`config.mk`:
```
export PLATFORM = sky130hd
export DESIGN_NAME = swipe_photo_ctrl
export DESIGN_NICKNAME = d
export VERILOG_FILES = /design/src/rtl/swipe_photo_ctrl.sv
export SDC_FILE = /design/constraint.sdc
export NUM_CORES = 1
export LEC_CHECK = 0
export CAP_MARGIN = 10
export CORE_MARGIN = 2
export CORE_UTILIZATION = 45
export CTS_CLUSTER_DIAMETER = 40
export CTS_CLUSTER_SIZE = 14
export DETAILED_ROUTE_END_ITERATION = 6
export PLACE_DENSITY = 0.7
export RECOVER_POWER = 50
export SLEW_MARGIN = 20
export SYNTH_ARGS = -nofsm -noshare
export SYNTH_HDL_FRONTEND = slang
export SYNTH_SLANG_ARGS = --single-unit
```
`constraint.sdc`:
```
create_clock -name clk_10Hz -period 1.76 [get_ports clk_10Hz]
set_input_delay 0.264 -clock clk_10Hz [delete_from_list [all_inputs] [get_ports clk_10Hz]]
set_output_delay 0.264 -clock clk_10Hz [all_outputs]
set_load 0.01 [all_outputs]
```
`src/rtl/swipe_photo_ctrl.sv`:
```
// Photo index controller driven by the touch-motion swipe code.
// A swipe steps the index once, then locks out and waits for release; optional slideshow auto-advance.
module swipe_photo_ctrl #(
    parameter int NUM_PHOTOS = 8,
    parameter int IDX_W      = 3,
    parameter int LOCK_TICKS = 5,
    parameter int AUTO_TICKS = 50
) (
    input  logic             iRST_n,
    input  logic             clk_10Hz,
    input  logic [1:0]       iOut_count,
    input  logic             iAuto_en,
    output logic [IDX_W-1:0] oPhoto_idx,
    output logic             oIdx_pulse,
    output logic             oDir,
    output logic             oAuto,
    output logic             oBusy
);

    typedef enum logic [1:0] {IDLE, LOCKOUT, WAIT_REL} state_t;

    localparam logic [IDX_W-1:0] LAST_IDX  = IDX_W'(NUM_PHOTOS - 1);
    localparam logic [7:0]       LOCK_INIT = 8'(LOCK_TICKS - 1);
    localparam logic [7:0]       AUTO_LAST = 8'(AUTO_TICKS - 1);

    state_t           state_q, state_d;
    logic [IDX_W-1:0] idx_q, idx_d;
    logic             pulse_q, pulse_d;
    logic             dir_q, dir_d;
    logic             auto_q, auto_d;
    logic             busy_q, busy_d;
    logic [7:0]       lock_cnt_q, lock_cnt_d;
    logic [7:0]       auto_cnt_q, auto_cnt_d;

    logic swipe, go_next;
    logic [IDX_W-1:0] idx_inc, idx_dec;

    assign swipe   = (iOut_count == 2'b10) || (iOut_count == 2'b01);
    assign go_next = (iOut_count == 2'b10);
    assign idx_inc = (idx_q == LAST_IDX) ? '0 : idx_q + 1'b1;
    assign idx_dec = (idx_q == '0) ? LAST_IDX : idx_q - 1'b1;

    always_comb begin
        state_d    = state_q;
        idx_d      = idx_q;
        pulse_d    = 1'b0;
        dir_d      = dir_q;
        auto_d     = 1'b0;
        lock_cnt_d = lock_cnt_q;
        auto_cnt_d = '0;
        case (state_q)
            IDLE: begin
                // A swipe takes priority over a simultaneous slideshow terminal count.
                if (swipe) begin
                    idx_d      = go_next ? idx_inc : idx_dec;
                    pulse_d    = 1'b1;
                    dir_d      = go_next;
                    lock_cnt_d = LOCK_INIT;
                    state_d    = LOCKOUT;
                end else if (iAuto_en) begin
                    if (auto_cnt_q == AUTO_LAST) begin
                        idx_d   = idx_inc;
                        pulse_d = 1'b1;
                        auto_d  = 1'b1;
                        dir_d   = 1'b1;
                    end else begin
                        auto_cnt_d = auto_cnt_q + 8'd1;
                    end
                end
            end
            LOCKOUT: begin
                if (lock_cnt_q != '0) lock_cnt_d = lock_cnt_q - 8'd1;
                else                  state_d    = WAIT_REL;
            end
            WAIT_REL: begin
                if (!swipe) state_d = IDLE;
            end
            default: state_d = IDLE;
        endcase
        busy_d = (state_d != IDLE);
    end

    always_ff @(posedge clk_10Hz or negedge iRST_n) begin
        if (!iRST_n) begin
            state_q    <= IDLE;
            idx_q      <= '0;
            pulse_q    <= 1'b0;
            dir_q      <= 1'b0;
            auto_q     <= 1'b0;
            busy_q     <= 1'b0;
            lock_cnt_q <= '0;
            auto_cnt_q <= '0;
        end else begin
            state_q    <= state_d;
            idx_q      <= idx_d;
            pulse_q    <= pulse_d;
            dir_q      <= dir_d;
            auto_q     <= auto_d;
            busy_q     <= busy_d;
            lock_cnt_q <= lock_cnt_d;
            auto_cnt_q <= auto_cnt_d;
        end
    end

    assign oPhoto_idx = idx_q;
    assign oIdx_pulse = pulse_q;
    assign oDir       = dir_q;
    assign oAuto      = auto_q;
    assign oBusy      = busy_q;

endmodule

```
==> reports/metrics.yaml <==
fin_skew_ps: 5.872
antenna_found_initial: 0
peakVddDrop_uv: 345.0
p_sw_mw: 0.2323
die_x_um: 59.91
syn-cell-area_um2: 1406
startpoint: "iOut_count[0]"
status: "complete, but fails checks"
post-dp-hpwl_um: 2151
synth_warnings: 0
clock_path_buffers: 2
pwr-share-seq: 0.616
first_pass_iters: 4
violations: "setup timing"
setup_viol: 1
ant_nets: 0
worstPathMaxFanout: 5
p_int_mw: 0.7275
end_kind: "flop"
fin_setup_tns_ps: -4.108
post_drt_wl_per_cell_um: 14.97
postCtsHoldBufs: 0
relSlewSlack: 0.5903
ys_seq_elements: 25
die_area_um2: 3589
timing.rr.start: "auto_cnt_q[1]$_DFF_PN0_"
drive_gt1_frac: 0.2275
syn_to_final_growth_pct: 28.56
path_clk_slew_ps: 130
cp.required_ps: 1970
drcViolationCount: 0
critPathCapture: "oPhoto_idx[2]$_DFFE_PN0P_"
synthAdderAreaFrac: 0.08897
grt_usage: 0.1842
finalCritPeriodShare: 1.002
num_io_pins: 12
grt_pass1_vias: 1161
tritoncts: "done"
final_common_cell: "dfrtp_1"
wirelength_um: 2993
n_antenna_cell: 0
swShare: 0.2420
syn_area_per_cell_um2: 10.19
vias: 1102
hold_viol: 0
hold_ws_ps: 475.4
min-delay-path-class: "in2async"
core.rowCount: 20
layout_setup_ws_ps: -4.108
yosys-top-cells-area: "dfrtp_1 (44%), ha_1 (8.9%), mux2i_1 (8.5%), nand2_1 (2.9%), inv_1 (2.7%)"
max_freq_mhz: 566.9
leakage_nw: 0.8265
syn_inst: 138
grt_first_pass_wirelength_um: 5016
tightest_slew_ps: 614.6
rrSetupSlack_ps: 30
worstSkewPairLatency_ps: 320
synth-edff-count: 0
synthDistinctLibCells: 35
grt_start_max_net_pins: 26
min_period_ps: 1764
coreArea_um2: 3003
fin_cells: 200
die_y_um: 59.91
start_util: 0.4683
synth_top_area_cell: "dfrtp_1"
worstPathArrival_ps: 1980
routabilityCongestion: 0.8157
port_buffers: 11
synth_top_family_by_area: "simple AND/OR/NAND/NOR gates"
report.final.slew_viol_count: 0
path_class: "in2reg"
ys_async_sr_fraction: 1.000
synth-compound-area-share: 0.1094
cts_root_buf: "clkbuf_4"
syn_nets: 153
p_comb_frac: 0.118
netlist.area_leader.share: 0.4448
drv_cap: 0
synth-seq-area-share: 0.4448
cp-start-kind: "input pin"
synthSimpleGateAreaFrac: 0.1984
drt_iter0_drc: 28
synthFlopType: "dfrtp_1"
cts_buffers: 3
dp.cells: 195
cts.sinks: 25
rr_worst_depth: 5
vias_per_cell: 5.510
nets: 183
final_cell_mix: "dfrtp_1 (25), buf_4 (16), mux2i_1 (12), nand2_1 (11), inv_1 (10)"
rsz0062_at_grt: "true"
synth_xor_area_frac: 0.02491
grt-ovfl-total: 0
reg2reg_to: "oDir$_DFFE_PN0P_"
clkPwrFrac: 0.266
power_density_nw_per_um2: 530.9
synth_mux_area_frac: 0.08541
htreeDepth: 1
[repair_timing]
item / CTS / global route
buffers inserted: 1 / 0
pin swaps: 1 / 5
endpoints found under the hold margin: 0 / 0
endpoints found under the setup margin: 14 / 20
gates resized for setup: 3 / 18
[cell usage after synthesis (all sizes together), types with 2 or more instances]
library cell / number
inv: 10
or3b: 2
mux2i: 12
xnor2: 2
clkbuf: 5
nand2: 11
xor2: 2
dfrtp: 25
nor3b: 3
nor4b: 2
a21oi: 3
o211ai: 4
nor3: 2
nand3b: 2
o21ai: 8
nand3: 4
ha: 10
nor2: 9
nor4: 4
or3: 5
[per-layer routing]
metal  vias to the layer above  global-route usage  part of all wire
li1                        547                   -                 -
met1                       537              0.2092              0.42
met2                        14              0.3478              0.55
met3                         4             0.02597             0.023
met4                         0             0.06032            0.0097
met5                         -                   0                 0
[state kept, by name (all words and copies together) (netlist names)]
name        flops
oDir            1
state_q         2
oAuto           1
lock_cnt_q      8
oBusy           1
auto_cnt_q      8
oIdx_pulse      1
oPhoto_idx      3
[cell families (layout without fill, tap and decap cells)]
logic type | after synthesis | in the layout
compound gates | 21 | 21
mux | 12 | 12
flops | 25 | 25
xor+xnor | 4 | 4
fa+ha+maj | 10 | 10
buf+inv | 16 | 45
simple gates | 50 | 50
[critical path, stage by stage]
cell and delay, ps:
dlygate4sd3_1 560, inv_1 130, ha_4 240, nor4_2 480, o21bai_1 140, a2bb2oi_2 150
[worst min path at each step]
stage,start,endpoint,slack [ps]
after global routing,iRST_n,oIdx_pulse$_DFF_PN0_,520
after detailed placement,lock_cnt_q[5]$_DFFE_PN0P_,lock_cnt_q[5]$_DFFE_PN0P_,500
after global placement,lock_cnt_q[5]$_DFFE_PN0P_,lock_cnt_q[5]$_DFFE_PN0P_,490
after floorplan,iRST_n,auto_cnt_q[0]$_DFF_PN0_,-30
final,iRST_n,oPhoto_idx[1]$_DFFE_PN0P_,480
after CTS,iRST_n,oIdx_pulse$_DFF_PN0_,300
[power by group through the flow]
stage	sequential, mW	combinational [mW]	clock (mW)
after CTS	0.591	0.0997	0.269
final	0.591	0.113	0.255
after global placement	0.601	0.0960	0
after global routing	0.593	0.125	0.290
after floorplan	0.603	0.0421	0
after detailed placement	0.601	0.0986	0
[cell type report]
cell class                      count  area (um2)
Multi-Input combinational cell     97       808.3
Timing Repair Buffer               31       269.0
Sequential cell                    25       625.6
Fill cell                         250        1195
Clock buffer                        4       26.28
Tap cell                           33       41.29
Inverter                           10       37.54
[metrics by stage]
step	worst slack [ps]	total power [mW]	utilization	area [um2]
2_1_floorplan	32.42	0.6446	-	1406
3_3_place_gp	-247.2	0.6970	0.5563	1670
3_5_place_dp	-307.2	0.6999	0.5563	1670
4_1_cts	-28.79	0.9595	0.5721	1718
5_1_grt	-40.32	1.009	0.6021	1808
6_report	-4.108	0.9599	0.6021	1808
Power figures use the tool's default switching activity.
